===== src/rtl/multicycle_state_seq.sv =====
`default_nettype none
// ============================================================================
//  Module   : multicycle_state_seq
//  Brief    : Control-state sequencer for the multicycle MIPS CPU. Holds the
//             3-bit control state, advances it from the current opcode with
//             instruction/data memory stalls, detects halt and illegal
//             opcodes, and keeps retired-instruction and cycle counters.
//  Revision : 1.0 - initial release
// ============================================================================
module multicycle_state_seq #(
    parameter int CNT_W = 32
) (
    input  logic             CLK,
    input  logic             Reset,
    input  logic [5:0]       opcode,
    input  logic             inst_ready,
    input  logic             mem_ready,
    output logic [2:0]       state,
    output logic             halted,
    output logic             illegal,
    output logic             retire,
    output logic [CNT_W-1:0] instr_count,
    output logic [CNT_W-1:0] cycle_count
);

    typedef enum logic [2:0] {
        S_IF   = 3'b000,
        S_ID   = 3'b001,
        S_AEXE = 3'b110,
        S_BEXE = 3'b101,
        S_CEXE = 3'b010,
        S_MEM  = 3'b011,
        S_AWB  = 3'b111,
        S_CWB  = 3'b100
    } state_t;

    localparam logic [5:0] c_op_add  = 6'b000000;
    localparam logic [5:0] c_op_sub  = 6'b000001;
    localparam logic [5:0] c_op_addi = 6'b000010;
    localparam logic [5:0] c_op_or   = 6'b010000;
    localparam logic [5:0] c_op_and  = 6'b010001;
    localparam logic [5:0] c_op_ori  = 6'b010010;
    localparam logic [5:0] c_op_sll  = 6'b011000;
    localparam logic [5:0] c_op_move = 6'b100000;
    localparam logic [5:0] c_op_slt  = 6'b100111;
    localparam logic [5:0] c_op_sw   = 6'b110000;
    localparam logic [5:0] c_op_lw   = 6'b110001;
    localparam logic [5:0] c_op_beq  = 6'b110100;
    localparam logic [5:0] c_op_j    = 6'b111000;
    localparam logic [5:0] c_op_jr   = 6'b111001;
    localparam logic [5:0] c_op_jal  = 6'b111010;
    localparam logic [5:0] c_op_halt = 6'b111111;

    localparam logic [CNT_W-1:0] c_one = CNT_W'(1);

    state_t           r_state;
    logic             r_halted;
    logic             r_illegal;
    logic             r_retire;
    logic [CNT_W-1:0] r_instr_count;
    logic [CNT_W-1:0] r_cycle_count;

    // Sequencer: next control state, pulses, sticky halt and both counters.
    // Once halted everything freezes with the state parked at IF; pulses are
    // cleared every cycle so they last exactly one cycle.
    always_ff @(posedge CLK) begin
        if (!Reset) begin
            r_state       <= S_IF;
            r_halted      <= 1'b0;
            r_illegal     <= 1'b0;
            r_retire      <= 1'b0;
            r_instr_count <= '0;
            r_cycle_count <= '0;
        end else begin
            r_illegal <= 1'b0;
            r_retire  <= 1'b0;
            if (!r_halted) begin
                r_cycle_count <= r_cycle_count + c_one;
                case (r_state)
                    S_IF: begin
                        if (inst_ready) begin
                            r_state <= S_ID;
                        end
                    end
                    S_ID: begin
                        case (opcode)
                            c_op_beq: r_state <= S_BEXE;
                            c_op_sw, c_op_lw: r_state <= S_CEXE;
                            c_op_add, c_op_sub, c_op_addi, c_op_or, c_op_and,
                            c_op_ori, c_op_sll, c_op_move, c_op_slt:
                                r_state <= S_AEXE;
                            c_op_j, c_op_jr, c_op_jal: begin
                                r_state       <= S_IF;
                                r_retire      <= 1'b1;
                                r_instr_count <= r_instr_count + c_one;
                            end
                            c_op_halt: begin
                                r_state       <= S_IF;
                                r_retire      <= 1'b1;
                                r_halted      <= 1'b1;
                                r_instr_count <= r_instr_count + c_one;
                            end
                            default: begin
                                // Undefined opcode is abandoned but still retires.
                                r_state       <= S_IF;
                                r_retire      <= 1'b1;
                                r_illegal     <= 1'b1;
                                r_instr_count <= r_instr_count + c_one;
                            end
                        endcase
                    end
                    S_AEXE: r_state <= S_AWB;
                    S_CEXE: r_state <= S_MEM;
                    S_MEM: begin
                        if (mem_ready) begin
                            if (opcode == c_op_lw) begin
                                r_state <= S_CWB;
                            end else begin
                                r_state       <= S_IF;
                                r_retire      <= 1'b1;
                                r_instr_count <= r_instr_count + c_one;
                            end
                        end
                    end
                    S_AWB, S_BEXE, S_CWB: begin
                        r_state       <= S_IF;
                        r_retire      <= 1'b1;
                        r_instr_count <= r_instr_count + c_one;
                    end
                    default: r_state <= S_IF;
                endcase
            end
        end
    end

    assign state       = r_state;
    assign halted      = r_halted;
    assign illegal     = r_illegal;
    assign retire      = r_retire;
    assign instr_count = r_instr_count;
    assign cycle_count = r_cycle_count;

endmodule
`default_nettype wire

===== config.mk =====
export PLATFORM = sky130hd
export DESIGN_NAME = multicycle_state_seq
export DESIGN_NICKNAME = d
export VERILOG_FILES = /design/src/rtl/multicycle_state_seq.sv
export SDC_FILE = /design/constraint.sdc
export NUM_CORES = 1
export LEC_CHECK = 0
export BUFFER_PORTS_ARGS = -buffer_cell sky130_fd_sc_hd__buf_2
export CELL_PAD_IN_SITES_DETAIL_PLACEMENT = 1
export CELL_PAD_IN_SITES_GLOBAL_PLACEMENT = 1
export CORE_ASPECT_RATIO = 0.9
export CORE_UTILIZATION = 43
export DETAILED_ROUTE_END_ITERATION = 16
export GPL_ROUTABILITY_DRIVEN = 0
export PLACE_DENSITY = 0.95
export SYNTH_ARGS = -nofsm -noshare
export SYNTH_HDL_FRONTEND = slang
export SYNTH_SLANG_ARGS = --single-unit
export TNS_END_PERCENT = 50

===== constraint.sdc =====
create_clock -name CLK -period 3.7 [get_ports CLK]
set_input_delay 1.11 -clock CLK [delete_from_list [all_inputs] [get_ports CLK]]
set_output_delay 1.11 -clock CLK [all_outputs]
set_load 0.005 [all_outputs]

==> results.tsv <==
metric	value	unit
period_needed	2.747	ns
met1_length	4319	um
fp.dieW	98.19	um
power.total	1.513	mW
crit_slowest_cell	or4_1	
p_seq_share	51.1	%
cap_viol_max_count	0	
drive_above_1_share	23.35	%
skew	0.01237	ns
fin_setup_tns	0	ns
postCtsSetupBuffers	0	
start_kind	input pin	
clk_pin_slew_worst_paths	0.08	ns
cts_buffers	9	
worstPathCellList	buf_2, and2b_1, o21ai_1, a22oi_1, a31oi_4, or4_1, a21oi_1	
yosysSeqAreaShare	39.13	%
cts_resized	0	
core	8068	sq um
yosysWarnings	0	
synth_edf_count	0	
power_frac_clock	42.5	%
grt_max_degree	50	
drtAntennaViolNets	0	
antenna_found_initial	0	
cp_max_fo	24	
leakagePower	1.650	nW
period_share	74.23	%
final_cells	600	
first_pass_iters	6	
clockBufferDepth	2	
utilization	51.94	%
grt_pass1_wl	15610	um
slew_headroom	34.37	%
setup_slack	0.9534	ns
finalSetupViolCount	0	
critPathArrivalTime	3.01	ns
p_sw	0.3700	mW
path_class	in -> reg	
hpwl	6930	um
cts_tree	done	
ir_drop	0.1874	mV
wl_met2	4804	um
rows	31	
crit_path_max_incr_delay	0.58	ns
power_frac_comb	6.3	%
synth-main-ff-cell	dfxtp_1	
cts.sinks	70	
syn_area_per_cell	8.426	sq um
yosysUniqueCellTypes	60	
postPlaceCellArea	3981	sq um
syn_to_final_growth	17.02	%
end_kind	flop	
vias	3409	
async_flop_share	0	%
root_buffer	clkbuf_8	
synth_fp_nets	437	
dieArea	8697	sq um
initial_utilization	44.39	%
hp-class	reg -> reg	
cp_top_family	compound AO/OA/AOI/OAI gates	
viasPerCell	5.682	
switching_share	24.46	%
place_ws	0.5982	ns
avgRoutedWirePerCell	15.98	um
ys_ff_latch	70	
first_global_vias	3276	
hold_violations	0	
worstSkewPairLatency	0.34	ns
ios	80	
dr.max_layer_used	met4	
cts_hold_buf	0	
wirelength	9589	um
place_inst	584	
rsz0062_at_grt	no	
whs	0.5116	ns
fmax	364.1	MHz
die_h	88.58	um
fin_nets	508	
timing.critical_path.buf_inv	1	
portBuffers	79	
antennaDiodeCount	0	
route.detailed.drc	0	
maxSlewViolCount	0	
fin_area	4190	sq um
dr.first_iter.drc_count	97	
fillers	1002	
grt-ovfl-total	0	
power_density	361.0	nW/um^2
grt_usage	22.31	%
worstMarginPinSlew	0.9754	ns
h-tree-depth	3	
netlist_area	3581	sq um
status	finished, final reports clean	
syn_inst	425	
p_int	1.143	mW
cp_data_required_time	3.97	ns
met3_length	315	um
[final timing paths]
check,from,to,slack (ns),cells after the start
min reg2reg,instr_count[10]$_SDFFE_PN0P_,instr_count[10]$_SDFFE_PN0P_,0.51,2
max reg2reg,halted$_SDFF_PN0_,cycle_count[30]$_SDFFE_PN0N_,1.33,6
min,instr_count[10]$_SDFFE_PN0P_,instr_count[10]$_SDFFE_PN0P_,0.51,2
max,opcode[5],instr_count[6]$_SDFFE_PN0P_,0.95,7
[cells in the final DEF, fill, tap and decap left out, types with 2 or more instances in the layout]
| cell | instances |
|---|---|
| dfxtp_1 | 70 |
| nand2b_1 | 2 |
| nand4_1 | 16 |
| nor2_1 | 53 |
| nor4_1 | 4 |
| and4_1 | 8 |
| clkbuf_8 | 11 |
| or3_1 | 20 |
| a21o_1 | 2 |
| nand2_1 | 27 |
| o21a_1 | 3 |
| a31oi_1 | 3 |
| buf_4 | 2 |
| o32ai_1 | 2 |
| a22o_1 | 2 |
| o21ai_1 | 16 |
| xor2_1 | 22 |
| or4_1 | 6 |
| nand4b_1 | 3 |
| nand3_1 | 30 |
| and3_1 | 7 |
| inv_1 | 11 |
| mux2i_1 | 3 |
| buf_2 | 79 |
| a21oi_2 | 6 |
| a21oi_1 | 28 |
| o31ai_1 | 8 |
| xnor2_1 | 8 |
| clkinvlp_4 | 3 |
| o21ai_0 | 11 |
| ha_1 | 2 |
| nor2b_1 | 4 |
[synth_stat cells, drive strengths merged (3+ instances only)]
library cell,n,area share (%)
o31ai,8,1.7
o21ai,28,4.0
nor2b,4,0.70
a21oi,34,5.4
xor2,22,5.4
clkbuf,9,0.94
a31oi,4,1.1
nand4b,3,0.73
o21a,3,0.63
or3,21,3.8
nor2,53,5.6
and3,7,1.2
dfxtp,70,39
mux2i,3,0.84
and4,8,2.0
nand2,27,2.8
nand4,17,3.4
xnor2,8,2.0
nand3,31,4.5
or4,6,1.3
nor4,5,1.3
buf,12,2.8
inv,12,1.3
[tightest hold or removal path, cell delays in order (launching register included)]
cell,delay (ns)
dfxtp_1,0.34
nand2_1,0.07
mux2i_1,0.06
[logic make-up (layout without fill, tap and decap cells)]
kind of cell	after synthesis	count (layout)	share of synthesized area [%]
AOI/OAI and AO/OA	92	92	16.74
xor gates and xnor gates	30	30	7.337
adders and majority gates	2	2	0.6987
buffers and inverters	33	109	4.996
DFF	70	70	39.13
muxes	3	3	0.8386
and+or+nand+nor	195	195	30.26
[state kept, by name (all words and copies together) (netlist names)]
register     count
retire           1
instr_count     32
illegal          1
state            3
cycle_count     32
halted           1
[power by group through the flow]
| stage | clock network (mW) | registers [mW] | logic, mW |
|---|---|---|---|
| after floorplan | 0 | 0.788 | 0.0734 |
| after global placement | 0 | 0.790 | 0.0911 |
| after detailed placement | 0 | 0.791 | 0.0959 |
| after CTS | 0.653 | 0.773 | 0.0964 |
| after global routing | 0.690 | 0.775 | 0.107 |
| final | 0.644 | 0.773 | 0.0958 |
[area by class of cell]
cell class                 count  area [sq um]  area share (%)
inverter                      12         45.04           1.075
sequential                    70          1401           33.44
timing repair buffer          81         410.4           9.794
multi-input combinational    322          2001           47.75
tap                           99         123.9           2.956
clock inverter                 5         57.56           1.374
clock buffer                  11         151.4           3.613
[metal layers]
layer | GRT usage (%) | up-vias
li1 | - | 1678
met1 | 27.56 | 1660
met2 | 40.20 | 60
met3 | 2.923 | 11
met4 | 8.548 | 0
met5 | 0 | -
Note: power is estimated with default switching activity, not from simulation.
